## config.mk

```make
export PLATFORM = sky130hd
export DESIGN_NAME = note_draw_ctrl_flat
export DESIGN_NICKNAME = d
export VERILOG_FILES = /design/src/rtl/note_draw_ctrl_pkg.sv /design/src/rtl/note_draw_ctrl_if.sv /design/src/rtl/note_draw_ctrl_pos_lut.sv /design/src/rtl/note_draw_ctrl.sv /design/src/flat_wrapper.sv
export SDC_FILE = /design/constraint.sdc
export NUM_CORES = 1
export LEC_CHECK = 0
export ABC_AREA = 1
export BUFFER_PORTS_ARGS = -buffer_cell sky130_fd_sc_hd__buf_2
export CORE_UTILIZATION = 55
export CTS_CLUSTER_SIZE = 8
export DETAILED_ROUTE_END_ITERATION = 10
export GPL_TIMING_DRIVEN = 0
export PLACE_DENSITY = 0.74
export SYNTH_ARGS = -nofsm -noshare
export SYNTH_HDL_FRONTEND = slang
export SYNTH_SLANG_ARGS = --single-unit
```

## constraint.sdc

```tcl
create_clock -name clock -period 6.1 [get_ports clock]
set_input_delay 1.22 -clock clock [delete_from_list [all_inputs] [get_ports clock]]
set_output_delay 1.22 -clock clock [all_outputs]
set_load 0.02 [all_outputs]
```

## src/rtl/note_draw_ctrl_pkg.sv

```systemverilog
// Shared types and constants for the note display controller: FSM encoding,
// note id values and default box geometry.
package note_draw_pkg;

  typedef enum logic [2:0] {
    ST_IDLE   = 3'd0,
    ST_SETTLE = 3'd1,
    ST_ERASE  = 3'd2,
    ST_DRAW   = 3'd3,
    ST_DONE   = 3'd4
  } state_e;

  localparam logic [3:0] NOTE_NONE = 4'd0;
  localparam logic [3:0] NOTE_C4   = 4'd1;
  localparam logic [3:0] NOTE_CS4  = 4'd2;
  localparam logic [3:0] NOTE_D4   = 4'd3;
  localparam logic [3:0] NOTE_DS4  = 4'd4;
  localparam logic [3:0] NOTE_E4   = 4'd5;
  localparam logic [3:0] NOTE_F4   = 4'd6;
  localparam logic [3:0] NOTE_FS4  = 4'd7;
  localparam logic [3:0] NOTE_G4   = 4'd8;
  localparam logic [3:0] NOTE_GS4  = 4'd9;
  localparam logic [3:0] NOTE_A4   = 4'd10;
  localparam logic [3:0] NOTE_AS4  = 4'd11;
  localparam logic [3:0] NOTE_B4   = 4'd12;
  localparam logic [3:0] NOTE_C5   = 4'd13;

  localparam logic [15:0] DEF_STABLE_CYC  = 16'd50000;
  localparam logic [7:0]  DEF_X_BASE      = 8'd20;
  localparam logic [7:0]  DEF_X_STEP      = 8'd10;
  localparam logic [6:0]  DEF_Y_BASE      = 7'd90;
  localparam logic [6:0]  DEF_Y_STEP      = 7'd4;
  localparam logic [2:0]  DEF_NOTE_COLOUR = 3'b000;
  localparam logic [2:0]  DEF_BG_COLOUR   = 3'b111;

  // Ids above C5 carry no pitch and are displayed as silence.
  function automatic logic [3:0] norm_id(input logic [3:0] id);
    return (id > NOTE_C5) ? NOTE_NONE : id;
  endfunction

endpackage

```

## src/rtl/note_draw_ctrl_if.sv

```systemverilog
// Note input and vga_adapter pixel bus of the note display controller.
interface note_draw_ctrl_if;
  logic [3:0] note_id;
  logic [7:0] x;
  logic [6:0] y;
  logic [2:0] colour;
  logic       plot;
  logic       busy;
  logic [3:0] shown_id;

  modport master (output note_id, input x, y, colour, plot, busy, shown_id);
  modport slave  (input note_id, output x, y, colour, plot, busy, shown_id);
endinterface

```

## src/rtl/note_draw_ctrl_pos_lut.sv

```systemverilog
// Maps a note id to the top-left corner of its 4x4 box on screen.
module note_pos_lut
  import note_draw_pkg::*;
#(
  parameter logic [7:0] X_BASE = DEF_X_BASE,
  parameter logic [7:0] X_STEP = DEF_X_STEP,
  parameter logic [6:0] Y_BASE = DEF_Y_BASE,
  parameter logic [6:0] Y_STEP = DEF_Y_STEP
) (
  input  logic [3:0] id_i,
  output logic [7:0] x0_o,
  output logic [6:0] y0_o
);

  logic [3:0] idx;
  logic [7:0] idx_x;
  logic [6:0] idx_y;

  // Wraps for id 0; callers never plot the silence box.
  assign idx   = id_i - 4'd1;
  assign idx_x = {4'd0, idx};
  assign idx_y = {3'd0, idx};
  assign x0_o  = X_BASE + idx_x * X_STEP;
  assign y0_o  = Y_BASE - idx_y * Y_STEP;

endmodule

```

## src/rtl/note_draw_ctrl.sv

```systemverilog
// Waits for note_id to settle, then erases the old note box and draws the new
// one through the vga_adapter pixel bus, one pixel per cycle.
module note_draw_ctrl
  import note_draw_pkg::*;
#(
  parameter logic [15:0] STABLE_CYC  = DEF_STABLE_CYC,
  parameter logic [7:0]  X_BASE      = DEF_X_BASE,
  parameter logic [7:0]  X_STEP      = DEF_X_STEP,
  parameter logic [6:0]  Y_BASE      = DEF_Y_BASE,
  parameter logic [6:0]  Y_STEP      = DEF_Y_STEP,
  parameter logic [2:0]  NOTE_COLOUR = DEF_NOTE_COLOUR,
  parameter logic [2:0]  BG_COLOUR   = DEF_BG_COLOUR
) (
  input  logic             clock,
  input  logic             resetn,
  note_draw_ctrl_if.slave  bus
);

  state_e     state_q, state_d;
  logic [15:0] cnt_q, cnt_d;
  logic [3:0] prev_q, prev_d;
  logic [3:0] target_q, target_d;
  logic [3:0] shown_q, shown_d;
  logic [3:0] pix_q, pix_d;
  logic [7:0] x_q, x_d;
  logic [6:0] y_q, y_d;
  logic [2:0] colour_q, colour_d;
  logic       plot_q, plot_d;

  logic [3:0] norm;
  logic [7:0] shown_x0, target_x0, off_x;
  logic [6:0] shown_y0, target_y0, off_y;
  logic       settle_done;
  logic       pix_last;

  note_pos_lut #(.X_BASE(X_BASE), .X_STEP(X_STEP), .Y_BASE(Y_BASE), .Y_STEP(Y_STEP))
    u_lut_shown (.id_i(shown_q), .x0_o(shown_x0), .y0_o(shown_y0));

  note_pos_lut #(.X_BASE(X_BASE), .X_STEP(X_STEP), .Y_BASE(Y_BASE), .Y_STEP(Y_STEP))
    u_lut_target (.id_i(target_q), .x0_o(target_x0), .y0_o(target_y0));

  assign norm        = norm_id(bus.note_id);
  assign off_x       = {6'd0, pix_q[1:0]};
  assign off_y       = {5'd0, pix_q[3:2]};
  assign pix_last    = (pix_q == 4'd15);
  // Widened compare so STABLE_CYC = 0 still exits after one cycle.
  assign settle_done = ({1'b0, cnt_q} + 17'd1) >= {1'b0, STABLE_CYC};

  always_comb begin
    state_d  = state_q;
    cnt_d    = cnt_q;
    prev_d   = prev_q;
    target_d = target_q;
    shown_d  = shown_q;
    pix_d    = pix_q;
    x_d      = x_q;
    y_d      = y_q;
    colour_d = colour_q;
    plot_d   = 1'b0;

    unique case (state_q)
      ST_IDLE: begin
        if (norm != shown_q) begin
          state_d = ST_SETTLE;
          cnt_d   = 16'd0;
          prev_d  = norm;
        end
      end
      ST_SETTLE: begin
        if (norm == shown_q) begin
          state_d = ST_IDLE;
          cnt_d   = 16'd0;
        end else if (norm != prev_q) begin
          prev_d = norm;
          cnt_d  = 16'd0;
        end else if (settle_done) begin
          target_d = norm;
          cnt_d    = 16'd0;
          pix_d    = 4'd0;
          if (shown_q != NOTE_NONE)  state_d = ST_ERASE;
          else if (norm != NOTE_NONE) state_d = ST_DRAW;
          else                        state_d = ST_DONE;
        end else begin
          cnt_d = cnt_q + 16'd1;
        end
      end
      ST_ERASE: begin
        x_d      = shown_x0 + off_x;
        y_d      = shown_y0 + off_y;
        colour_d = BG_COLOUR;
        plot_d   = 1'b1;
        pix_d    = pix_q + 4'd1;
        if (pix_last) state_d = (target_q != NOTE_NONE) ? ST_DRAW : ST_DONE;
      end
      ST_DRAW: begin
        x_d      = target_x0 + off_x;
        y_d      = target_y0 + off_y;
        colour_d = NOTE_COLOUR;
        plot_d   = 1'b1;
        pix_d    = pix_q + 4'd1;
        if (pix_last) state_d = ST_DONE;
      end
      ST_DONE: begin
        shown_d = target_q;
        state_d = ST_IDLE;
      end
      default: state_d = ST_IDLE;
    endcase
  end

  always_ff @(posedge clock or negedge resetn) begin
    if (!resetn) begin
      state_q  <= ST_IDLE;
      cnt_q    <= 16'd0;
      prev_q   <= NOTE_NONE;
      target_q <= NOTE_NONE;
      shown_q  <= NOTE_NONE;
      pix_q    <= 4'd0;
      x_q      <= 8'd0;
      y_q      <= 7'd0;
      colour_q <= 3'd0;
      plot_q   <= 1'b0;
    end else begin
      state_q  <= state_d;
      cnt_q    <= cnt_d;
      prev_q   <= prev_d;
      target_q <= target_d;
      shown_q  <= shown_d;
      pix_q    <= pix_d;
      x_q      <= x_d;
      y_q      <= y_d;
      colour_q <= colour_d;
      plot_q   <= plot_d;
    end
  end

  assign bus.x        = x_q;
  assign bus.y        = y_q;
  assign bus.colour   = colour_q;
  assign bus.plot     = plot_q;
  assign bus.busy     = (state_q != ST_IDLE);
  assign bus.shown_id = shown_q;

endmodule

```

## src/flat_wrapper.sv

```systemverilog
// flat-port wrapper written by rule: the top's interface ports become plain ports
module note_draw_ctrl_flat import note_draw_pkg::*;
#(
  parameter logic [15:0] STABLE_CYC  = DEF_STABLE_CYC,
  parameter logic [7:0]  X_BASE      = DEF_X_BASE,
  parameter logic [7:0]  X_STEP      = DEF_X_STEP,
  parameter logic [6:0]  Y_BASE      = DEF_Y_BASE,
  parameter logic [6:0]  Y_STEP      = DEF_Y_STEP,
  parameter logic [2:0]  NOTE_COLOUR = DEF_NOTE_COLOUR,
  parameter logic [2:0]  BG_COLOUR   = DEF_BG_COLOUR
)
  (clock, resetn, bus_note_id, bus_x, bus_y, bus_colour, bus_plot, bus_busy, bus_shown_id);
  note_draw_ctrl_if bus_i ();
  input  logic clock;
  input  logic resetn;
  input wire logic [$bits(bus_i.note_id)-1:0] bus_note_id;
  output wire logic [$bits(bus_i.x)-1:0] bus_x;
  output wire logic [$bits(bus_i.y)-1:0] bus_y;
  output wire logic [$bits(bus_i.colour)-1:0] bus_colour;
  output wire logic [$bits(bus_i.plot)-1:0] bus_plot;
  output wire logic [$bits(bus_i.busy)-1:0] bus_busy;
  output wire logic [$bits(bus_i.shown_id)-1:0] bus_shown_id;
  assign bus_i.note_id = bus_note_id;
  assign bus_x = bus_i.x;
  assign bus_y = bus_i.y;
  assign bus_colour = bus_i.colour;
  assign bus_plot = bus_i.plot;
  assign bus_busy = bus_i.busy;
  assign bus_shown_id = bus_i.shown_id;
  note_draw_ctrl #(.STABLE_CYC(STABLE_CYC), .X_BASE(X_BASE), .X_STEP(X_STEP), .Y_BASE(Y_BASE), .Y_STEP(Y_STEP), .NOTE_COLOUR(NOTE_COLOUR), .BG_COLOUR(BG_COLOUR)) u_core (.clock(clock), .resetn(resetn), .bus(bus_i));
endmodule
```

==> results of run 1 <==
## metrics by stage
stage / setup WS, ps / cell area [sq um] / std cells / hold slack (ps) / util, %
5_1_grt: 2604 / 4075 / 621 / 515.6 / 63.10
3_5_place_dp: 3019 / 3968 / 613 / 467.4 / 61.43
3_3_place_gp: 3075 / 3968 / 613 / 450.8 / 61.43
6_report: 2942 / 4075 / 621 / 484.6 / 63.10
2_1_floorplan: 3280 / 3726 / 507 / 480.3 / -
4_1_cts: 2987 / 4075 / 621 / 492.5 / 63.10
## power by group through the flow
| stage | registers, W | clock network (W) | logic [W] |
|---|---|---|---|
| after global routing | 0.000502 | 0.000256 | 0.000618 |
| after CTS | 0.000490 | 0.000248 | 0.000553 |
| after floorplan | 0.000540 | 0 | 0.000343 |
| final | 0.000491 | 0.000241 | 0.000553 |
| after detailed placement | 0.000497 | 0 | 0.000550 |
| after global placement | 0.000493 | 0 | 0.000540 |
## how the worst max path moves through the flow
stage | slack (ps) | start | end | cells past startpoint
floorplan | 3280 | u_core.bus.shown_id[0]$_DFFE_PN0N_ | u_core.bus.x[7]$_DFFE_PN0N_ | 15
global placement | 3070 | u_core.target_q[0]$_DFFE_PN0P_ | u_core.bus.x[7]$_DFFE_PN0N_ | 15
detailed placement | 3020 | u_core.target_q[0]$_DFFE_PN0P_ | u_core.bus.x[7]$_DFFE_PN0N_ | 15
CTS | 2990 | u_core.target_q[0]$_DFFE_PN0P_ | u_core.bus.x[7]$_DFFE_PN0N_ | 15
global route | 2600 | u_core.target_q[0]$_DFFE_PN0P_ | u_core.bus.x[7]$_DFFE_PN0N_ | 15
finish | 2940 | u_core.target_q[0]$_DFFE_PN0P_ | u_core.bus.x[7]$_DFFE_PN0N_ | 15
## layout make-up
cell class	count	share of cell area, %
Buffer	7	1.075
Clock inverter	2	0.8597
Sequential cell	52	31.93
Multi-Input combinational cell	382	52.35
Timing Repair Buffer	29	3.562
Tap cell	77	2.364
Clock buffer	6	1.781
Inverter	66	6.079
## worst max-delay path: stages (launching register included)
cell,delay [ps]
dfrtp_1,400
inv_1,170
ha_1,270
xnor2_1,430
inv_1,210
ha_1,230
ha_1,200
inv_1,80
fa_1,450
nor2_1,170
nand2_1,80
a21oi_1,120
o21ai_0,90
nand2_1,70
nand2_1,50
nand2_1,70
## logic make-up after synthesis
family	after synthesis	synth area share, %
buffers and inverters	73	7.824
adders and majority gates	26	9.134
xor gates and xnor gates	20	4.701
AOI/OAI and AO/OA	69	11.52
DFF	52	34.92
and+or+nand+nor	267	31.90
## flip-flops by register name, indices dropped and copies added (netlist names)
signal / count
u_core.bus.colour: 1
u_core.bus.plot: 1
u_core.bus.shown_id: 4
u_core.bus.x: 8
u_core.bus.y: 7
u_core.cnt_q: 16
u_core.pix_q: 4
u_core.prev_q: 4
u_core.state_q: 3
u_core.target_q: 4
## per-layer routing
| metal | vias up | wire, um | global-route usage [%] |
|---|---|---|---|
| met5 | - | 0 | 0 |
| met4 | 0 | 90 | 7.367 |
| met3 | 7 | 366 | 2.557 |
| met2 | 72 | 3452 | 38.00 |
| met1 | 1472 | 4150 | 35.80 |
| li1 | 1698 | - | - |
## synth_stat cells, drive strengths merged
library cell	count
a31oi	1
nand3b	2
a22oi	1
dfrtp	52
nand4	9
nand3	36
xor2	13
a21boi	1
buf	5
clkbuf	2
a21o	1
o21a	1
o221ai	2
nor2	57
o21bai	1
and2	2
inv	65
a21oi	16
nand2	155
o21ai	41
o211ai	4
xnor2	7
or2	3
ha	24
nor3	3
fa	2
clkinv	1
==> metrics.md, run 1 <==
| Metric | Value |
|---|---|
| Class of the most critical setup path | reg2reg |
| CP endpoint kind | register |
| Failing checks | DRC |
| Clock Latency Late Sink | 310 ps |
| Final total power | 0.001285 W |
| Reg2reg start | u_core.target_q[0]$_DFFE_PN0P_ |
| Vias/cell | 5.232 |
| Root buffer cell | clkbuf_8 |
| Setup tns final | 0 ps |
| Min cycle time layout | 3158 ps |
| Combinational power share | 43.1% |
| CTS tree | yes |
| Worst-Margin Slew | 1170 ps |
| Area grow syn2layout | 9.369% |
| Avg WL per Cell | 12.98 um |
| Top cells by area, synth | dfrtp_1, nand2_1, ha_1 |
| Status | finished, violations left |
| Highest-count cells in the layout ignoring fill and taps | nand2_1, inv_1, nor2_1, dfrtp_1 |
| Initial Utilization | 57.69% |
| Cell depth of the worst min-delay path | 2 |
| F_max | 316.6 MHz |
| Hold Fails Final Rpt | 0 |
| Fillers | 598 |
| Via count | 3249 |
| Min-delay worst type | reg2reg |
| Clock Power Share | 18.7% |
| Grt ovf | 0 |
| Share of the synthesized area in the top cell type | 34.92% |
| Max cap viols | 0 |
| Synthesized cell area | 3726 sq um |
| Hold path startpoint | u_core.bus.y[0]$_DFFE_PN0N_ |
| Initial DRC Count | 289 |
| CP startpoint kind | register |
| Largest net degree at the start of global routing | 53 |
| P_sw | 0.0005485 W |
| Leading cell type in the layout, fill and taps excluded | nand2_1 |
| Num CTS Buffers | 5 |
| Drc violations | 4 |
| Fraction of layout instances using a drive strength above 1 | 14.15% |
| Initial antenna violation count | 0 |
| #FFs+latches synth | 52 |
| Full die area | 7108 sq um |
| Syn_nets | 539 |
| Endpoint, Worst Hold | u_core.bus.y[0]$_DFFE_PN0N_ |
| Reg area | 1301 sq um |
| Die Y | 84.31 um |
| Crit Reg-Reg Endpoint | u_core.bus.x[7]$_DFFE_PN0N_ |
| Die X | 84.31 um |
| Final period utilization | 51.77% |
| Core Area | 6459 sq um |
| Sw frac | 42.69% |
| Routability cong. | 0.8769 |
| Total GRT Usage | 24.34% |
| Synth unique cells | 40 |
| Worst-path fanout max | 8 |
| Cell taking the most area after synthesis | dfrtp_1 |
| Post-synthesis sequential area ratio | 34.92% |
| Post-Syn Area per Cell | 7.349 sq um |
| Worst-path clk slew | 100 ps |
| Sequential Power Share | 38.2% |
| RSZ-0062 raised after global routing | false |
| Gate Count Post-Synth | 507 |
| Final #Nets | 575 |
| First-pass GRT wire length | 13870 um |
| WP data arrival | 3410 ps |
| Area of the multi-input gates | 2133 sq um |
| Syn. warnings | 0 |
| Post-Route Skew | 6.736 ps |
| CTS H-tree depth | 2 |
| Clock tree buffer depth | 2 |
| TritonCTS sink count | 52 |
| VDD IR max | 0.1539 mV |
| Port bufs | 29 |
| Worst R2R Setup Slack | 2940 ps |
| Final Max Slew Viols | 0 |
| Post-CTS Hold Buffers | 0 |
| Int Power | 0.0007364 W |
| Final WL | 8060 um |
| Leak Pwr | 2.017 nW |
| Row count | 29 |
| Post-DP HPWL | 6071 um |
| Slew HR | 22.03% |
| Post-DRT Antenna Nets | 0 |
| PwrDens | 315.3 nW/um^2 |
| Vias in the first global route | 2997 |
| N_diodes | 0 |
| Postcts setup bufs | 0 |
| CP required | 6350 ps |
| Final setup violation count | 0 |
| Cts repair resizes | 0 |
| I/O pin count | 30 |
| DR pass1 iterations | 8 |
| Cells on worst reg2reg path | 15 |
(Power assumes the default switching activity.)
==> inputs of run 2 (changes only) <==
==> constraint.sdc (replaced) <==
create_clock -name clock -period 3.1 [get_ports clock]
set_input_delay 0.62 -clock clock [delete_from_list [all_inputs] [get_ports clock]]
set_output_delay 0.62 -clock clock [all_outputs]
set_load 0.02 [all_outputs]
==> metrics.md, run 2 (synthesis results as in run 1) <==
| Metric | Value |
|---|---|
| Hold Fails Final Rpt | 0 |
| Met1 Use GR | 35.80% |
| CP endpoint kind | register |
| Total GRT Usage | 24.36% |
| Port bufs | 29 |
| I/O pin count | 30 |
| Largest net degree at the start of global routing | 53 |
| Hold WS | 486.9 ps |
| Routability cong. | 0.8769 |
| Full die area | 7108 sq um |
| Slew HR | 21.40% |
| Leak Pwr | 2.042 nW |
| DR pass1 iterations | 7 |
| N_diodes | 0 |
| Slowest CP cell | dfrtp_2 |
| Fillers | 592 |
| GRT met2 Usage | 38.08% |
| TritonCTS sink count | 52 |
| Post-DRT Antenna Nets | 0 |
| CP cell instances | inv_1 -> ha_1 -> xnor2_2 -> inv_1 -> ha_1 -> ha_1 -> inv_1 -> fa_1 -> nor2_1 -> nand2_1 -> xnor2_1 -> nand2_1 -> nand2_1 -> nand2_1 -> nand2_1 |
| Drc violations | 4 |
| Worst R2R Setup Slack | 240 ps |
| Post-DP HPWL | 6071 um |
| Worst-path fanout max | 7 |
| Vias/cell | 5.193 |
| Via count | 3235 |
| Min cycle time layout | 2855 ps |
| CP startpoint kind | register |
| F_max | 350.2 MHz |
| Vias in the first global route | 3001 |
| Clock Latency Late Sink | 310 ps |
| Initial DRC Count | 235 |
| Clock Power Share | 18.8% |
| Initial Utilization | 57.69% |
| Biggest register | u_core.cnt_q |
| Most Frequent Cell on Critical Path | nand2_1 |
| VDD IR max | 0.3033 mV |
| Num CTS Buffers | 5 |
| Failing checks | DRC |
| Layout Cell Area excl Fill | 4106 sq um |
| Worst-Margin Slew | 1179 ps |
| Highest-count cells in the layout ignoring fill and taps | nand2_1, inv_1, nor2_1, dfrtp_1 |
| Grt ovf | 0 |
| Leading cell type in the layout, fill and taps excluded | nand2_1 |
| Die X | 84.31 um |
| Status | finished, violations left |
| CTS H-tree depth | 2 |
| Final #Nets | 577 |
| Area of the multi-input gates | 2148 sq um |
| Max cap viols | 0 |
| Min-delay worst type | reg2reg |
| P_sw | 0.001074 W |
| WP data arrival | 3110 ps |
| Combinational power share | 43.0% |
| Placed Cells | 613 |
| Int Power | 0.001449 W |
| Sequential Power Share | 38.2% |
| Non-filler cells, final | 623 |
| CTS tree | yes |
| Die Y | 84.31 um |
| Post-Route Skew | 9.602 ps |
| Root buffer cell | clkbuf_8 |
| Placement Cell Area | 3968 sq um |
| Reg area | 1303 sq um |
| Area grow syn2layout | 10.21% |
| Worst-path clk slew | 100 ps |
| Core Area | 6459 sq um |
| Final WL | 8069 um |
| Row count | 29 |
| Final period utilization | 92.11% |
| Final setup violation count | 0 |
| Fraction of layout instances using a drive strength above 1 | 15.38% |
| Class of the most critical setup path | reg2reg |
| Final Max Slew Viols | 0 |
| Sw frac | 42.58% |
| Largest register FFs | 16 |
| Clock tree buffer depth | 2 |
| First-pass GRT wire length | 13890 um |
| PwrDens | 614.5 nW/um^2 |
| Initial antenna violation count | 0 |
| Worst path max stage delay | 460 ps |
| CP required | 3360 ps |
| Grt met3 use | 2.557% |
| Gr busiest metal | met2 |
| Avg WL per Cell | 12.95 um |
==> run 2: per-stage QoR <==
stage,total power [W],setup WS (ps),util [%],setup TNS (ps)
CTS,0.002541,47.85,63.21,0
floorplan,0.001738,280.2,-,0
detailed placement,0.002059,18.84,61.43,0
global route,0.002708,-4.683,63.58,-4.683
finish,0.002523,244.5,63.58,0
global placement,0.002034,74.54,61.43,0
==> run 2: repair_timing <==
action,4_1_cts,5_1_grt
setup endpoints to repair,1,2
hold buffers,0,0
buffers inserted,0,2
pin swaps,0,2
resized for setup,1,4
==> run 2: power by group through the flow <==
| stage | logic [W] | clock network (W) | registers [W] |
|---|---|---|---|
| floorplan | 0.000674 | 0 | 0.00106 |
| global placement | 0.00106 | 0 | 0.000970 |
| finish | 0.00108 | 0.000474 | 0.000965 |
| global route | 0.00122 | 0.000504 | 0.000988 |
| detailed placement | 0.00108 | 0 | 0.000977 |
| CTS | 0.00109 | 0.000488 | 0.000964 |
==> run 2: final cells by class <==
class | instances | area share [%]
buffer | 7 | 1.066
clock buffer | 6 | 1.767
clock inverter | 2 | 0.8531
inverter | 66 | 6.033
multi-input combinational | 382 | 52.32
sequential | 52 | 31.72
tap | 77 | 2.346
timing repair buffer | 31 | 3.900
==> run 2: critical path, delay by kind of cell (launching register included) <==
| family | cells | cell delay (ps) |
|---|---|---|
| fa+ha+maj | 4 | 1090 |
| buf+inv | 3 | 440 |
| simple gates | 6 | 520 |
| flops | 1 | 460 |
| xor+xnor | 2 | 300 |
==> run 2: path summary, 6_finish.rpt <==
kind                                                           end  depth (start not counted)                          startpoint
worst max-delay path                   u_core.bus.x[7]$_DFFE_PN0N_                         15  u_core.bus.shown_id[0]$_DFFE_PN0N_
worst min-delay path                   u_core.bus.y[0]$_DFFE_PN0N_                          2         u_core.bus.y[0]$_DFFE_PN0N_
worst max register to register         u_core.bus.x[7]$_DFFE_PN0N_                         15  u_core.bus.shown_id[0]$_DFFE_PN0N_
worst min register to register         u_core.bus.y[0]$_DFFE_PN0N_                          2         u_core.bus.y[0]$_DFFE_PN0N_
max in group asynchronous       u_core.bus.shown_id[0]$_DFFE_PN0N_                          1                              resetn
min in group asynchronous             u_core.cnt_q[10]$_DFFE_PN0P_                          1                              resetn
==> run 2: routing by layer <==
layer  vias to the layer above  wire length, um  part of all wire, %
li1                       1698                -                    -
met5                         -                0                    0
met2                        54             3499                   43
met4                         0               90                  1.1
met3                         7              271                  3.4
met1                      1476             4208                   52
==> inputs of run 3 (changes only) <==
--- a/config.mk
+++ b/config.mk
@@ -12,6 +12,8 @@
 export DETAILED_ROUTE_END_ITERATION = 10
 export GPL_TIMING_DRIVEN = 0
 export PLACE_DENSITY = 0.74
+export SETUP_SLACK_MARGIN = 0.5
+export SLEW_MARGIN = 30
 export SYNTH_ARGS = -nofsm -noshare
 export SYNTH_HDL_FRONTEND = slang
 export SYNTH_SLANG_ARGS = --single-unit
==> metrics.md, run 3 (synthesis results as in run 1) <==
| Metric | Value |
|---|---|
| Cells on worst reg2reg path | 17 |
| CP required | 3360 ps |
| Worst Path Buf+Inv | 3 |
| Total GRT Usage | 25.91% |
| Util after Layout | 68.05% |
| Area grow syn2layout | 17.97% |
| Crit path max-delay family | simple AND/OR/NAND/NOR gates |
| CP endpoint kind | register |
| Fraction of layout instances using a drive strength above 1 | 23.99% |
| Num CTS Buffers | 5 |
| Class of the most critical setup path | reg2reg |
| Leading cell type in the layout, fill and taps excluded | nand2_1 |
| Final Max Slew Viols | 0 |
| Final setup violation count | 0 |
| Clock Latency Late Sink | 310 ps |
| DR pass1 iterations | 8 |
| Final worst setup slack | 527.7 ps |
| Post-Route Skew | 6.433 ps |
| Post-DP HPWL | 6211 um |
| I/O pin count | 30 |
| Min-delay worst type | in2async |
| Final #Nets | 599 |
| Status | finished, violations left |
| P_sw | 0.001077 W |
| Highest-count cells in the layout ignoring fill and taps | nand2_1, inv_1, dfrtp_1, nor2_1 |
| Grt ovf | 0 |
| Max cap viols | 0 |
| First-pass GRT wire length | 14750 um |
| CTS H-tree depth | 2 |
| WP data arrival | 2830 ps |
| Hold WS | 334.2 ps |
| VDD IR max | 0.3270 mV |
| TritonCTS sink count | 52 |
| Clock Power Share | 15.6% |
| Slowest CP cell | fa_1 |
| Drc violations | 2 |
| Worst path max stage delay | 520 ps |
| Min cycle time layout | 2572 ps |
| Vias in the first global route | 3129 |
| Port bufs | 29 |
| Core Area | 6459 sq um |
| Slew HR | 52.91% |
| Most Frequent Cell on Critical Path | nand2_1 |
| Die Y | 84.31 um |
| Sw frac | 44.12% |
| Vias/cell | 5.398 |
| Place WS | 230.3 ps |
| Worst-path fanout max | 5 |
| Final WL | 9026 um |
| RSZ-0062 raised after global routing | false |
| Routability cong. | 0.8921 |
| CP cell instances | inv_4 -> nand3_2 -> nand2_2 -> nand2_4 -> inv_2 -> nor2_1 -> nor2_2 -> ha_4 -> inv_2 -> fa_1 -> nor2_2 -> nand2_1 -> xnor2_1 -> nand2_1 -> nand2_1 -> nand2_1 -> nand2_1 |
| CP Depth | 17 |
| CTS tree | yes |
| Combinational power share | 44.9% |
| Via count | 3476 |
| Setup tns final | 0 ps |
| Largest register FFs | 16 |
| Full die area | 7108 sq um |
| Post-DRT Antenna Nets | 0 |
| Clock tree buffer depth | 2 |
| Int Power | 0.001364 W |
| Biggest register | u_core.cnt_q |
| Initial DRC Count | 254 |
| Largest net degree at the start of global routing | 53 |
| PwrDens | 555.2 nW/um^2 |
| Root buffer cell | clkbuf_8 |
| Avg WL per Cell | 14.02 um |
| Hold Fails Final Rpt | 0 |
| Die X | 84.31 um |
| Post-CTS Hold Buffers | 0 |
| Sequential Power Share | 39.5% |
| Worst-Margin Slew | 701.0 ps |
| CP startpoint kind | register |
| Row count | 29 |
| Final period utilization | 82.98% |
| N_diodes | 0 |
| Initial antenna violation count | 0 |
| Failing checks | DRC |
| Leak Pwr | 2.160 nW |
| Initial Utilization | 57.69% |
| F_max | 388.8 MHz |
| Worst-path clk slew | 90 ps |
[run 3: cell count changes in the layout (fill, tap and decap cells not counted), moves of 5 or more]
cell | previous run | this run
nor2_1 | 52 | 47
inv_1 | 62 | 52
inv_2 | 3 | 9
buf_4 | 4 | 27
ha_4 | 0 | 6
ha_1 | 24 | 17
[run 3: path summary, 6_finish.rpt]
kind,start,to,slack (ps)
max in group asynchronous,resetn,u_core.bus.shown_id[2]$_DFFE_PN0N_,2280
worst max register to register,u_core.bus.shown_id[1]$_DFFE_PN0N_,u_core.bus.x[7]$_DFFE_PN0N_,530
min in group clock,u_core.bus.x[7]$_DFFE_PN0N_,u_core.bus.x[7]$_DFFE_PN0N_,470
worst max-delay path,u_core.bus.shown_id[1]$_DFFE_PN0N_,u_core.bus.x[7]$_DFFE_PN0N_,530
worst min register to register,u_core.bus.x[7]$_DFFE_PN0N_,u_core.bus.x[7]$_DFFE_PN0N_,470
worst min-delay path,resetn,u_core.cnt_q[13]$_DFFE_PN0P_,330
[run 3: area by class of cell]
cell class / count / area (sq um)
flip-flops and latches: 52 / 1306
inverters: 66 / 260.3
clock inverters: 1 / 5.005
clock buffers: 6 / 72.57
plain buffers: 7 / 43.79
repair buffers: 53 / 327.8
fillers: 528 / 2063
well taps: 77 / 96.34
multi-input cells: 382 / 2283
[run 3: power by group through the flow]
stage / combinational, W / clock (W) / sequential, W
2_1_floorplan: 0.000674 / 0 / 0.00106
3_3_place_gp: 0.00106 / 0 / 0.000970
3_5_place_dp: 0.00108 / 0 / 0.000976
4_1_cts: 0.00109 / 0.000390 / 0.000963
5_1_grt: 0.00123 / 0.000417 / 0.000985
6_report: 0.00110 / 0.000381 / 0.000964
[run 3: timing repair]
action	4_1_cts	5_1_grt
setup buffers	7	17
gates resized for setup	12	34
setup endpoints to repair	3	3
pin swaps	4	16
[run 3: routing by layer]
| metal | vias up | track usage, % | part of all wire, % |
|---|---|---|---|
| met5 | - | 0 | 0 |
| li1 | 1744 | - | - |
| met3 | 12 | 3.540 | 5.5 |
| met4 | 0 | 5.799 | 1.7 |
| met2 | 107 | 41.36 | 46 |
| met1 | 1613 | 37.59 | 47 |
[run 3: worst register-to-register path, delay by kind of cell, from the launching register on]
kind | cells | cell delay, ps
buffers and inverters | 3 | 210
and+or+nand+nor | 11 | 970
DFF | 1 | 440
xor gates and xnor gates | 1 | 180
adders and majority gates | 2 | 690
[run 3: through the flow]
step / std cells / total power (W) / area (sq um)
floorplan: 507 / 0.001738 / 3744
global placement: 613 / 0.002032 / 3985
detailed placement: 613 / 0.002061 / 3988
CTS: 627 / 0.002442 / 4135
global route: 644 / 0.002629 / 4395
finish: 644 / 0.002441 / 4395
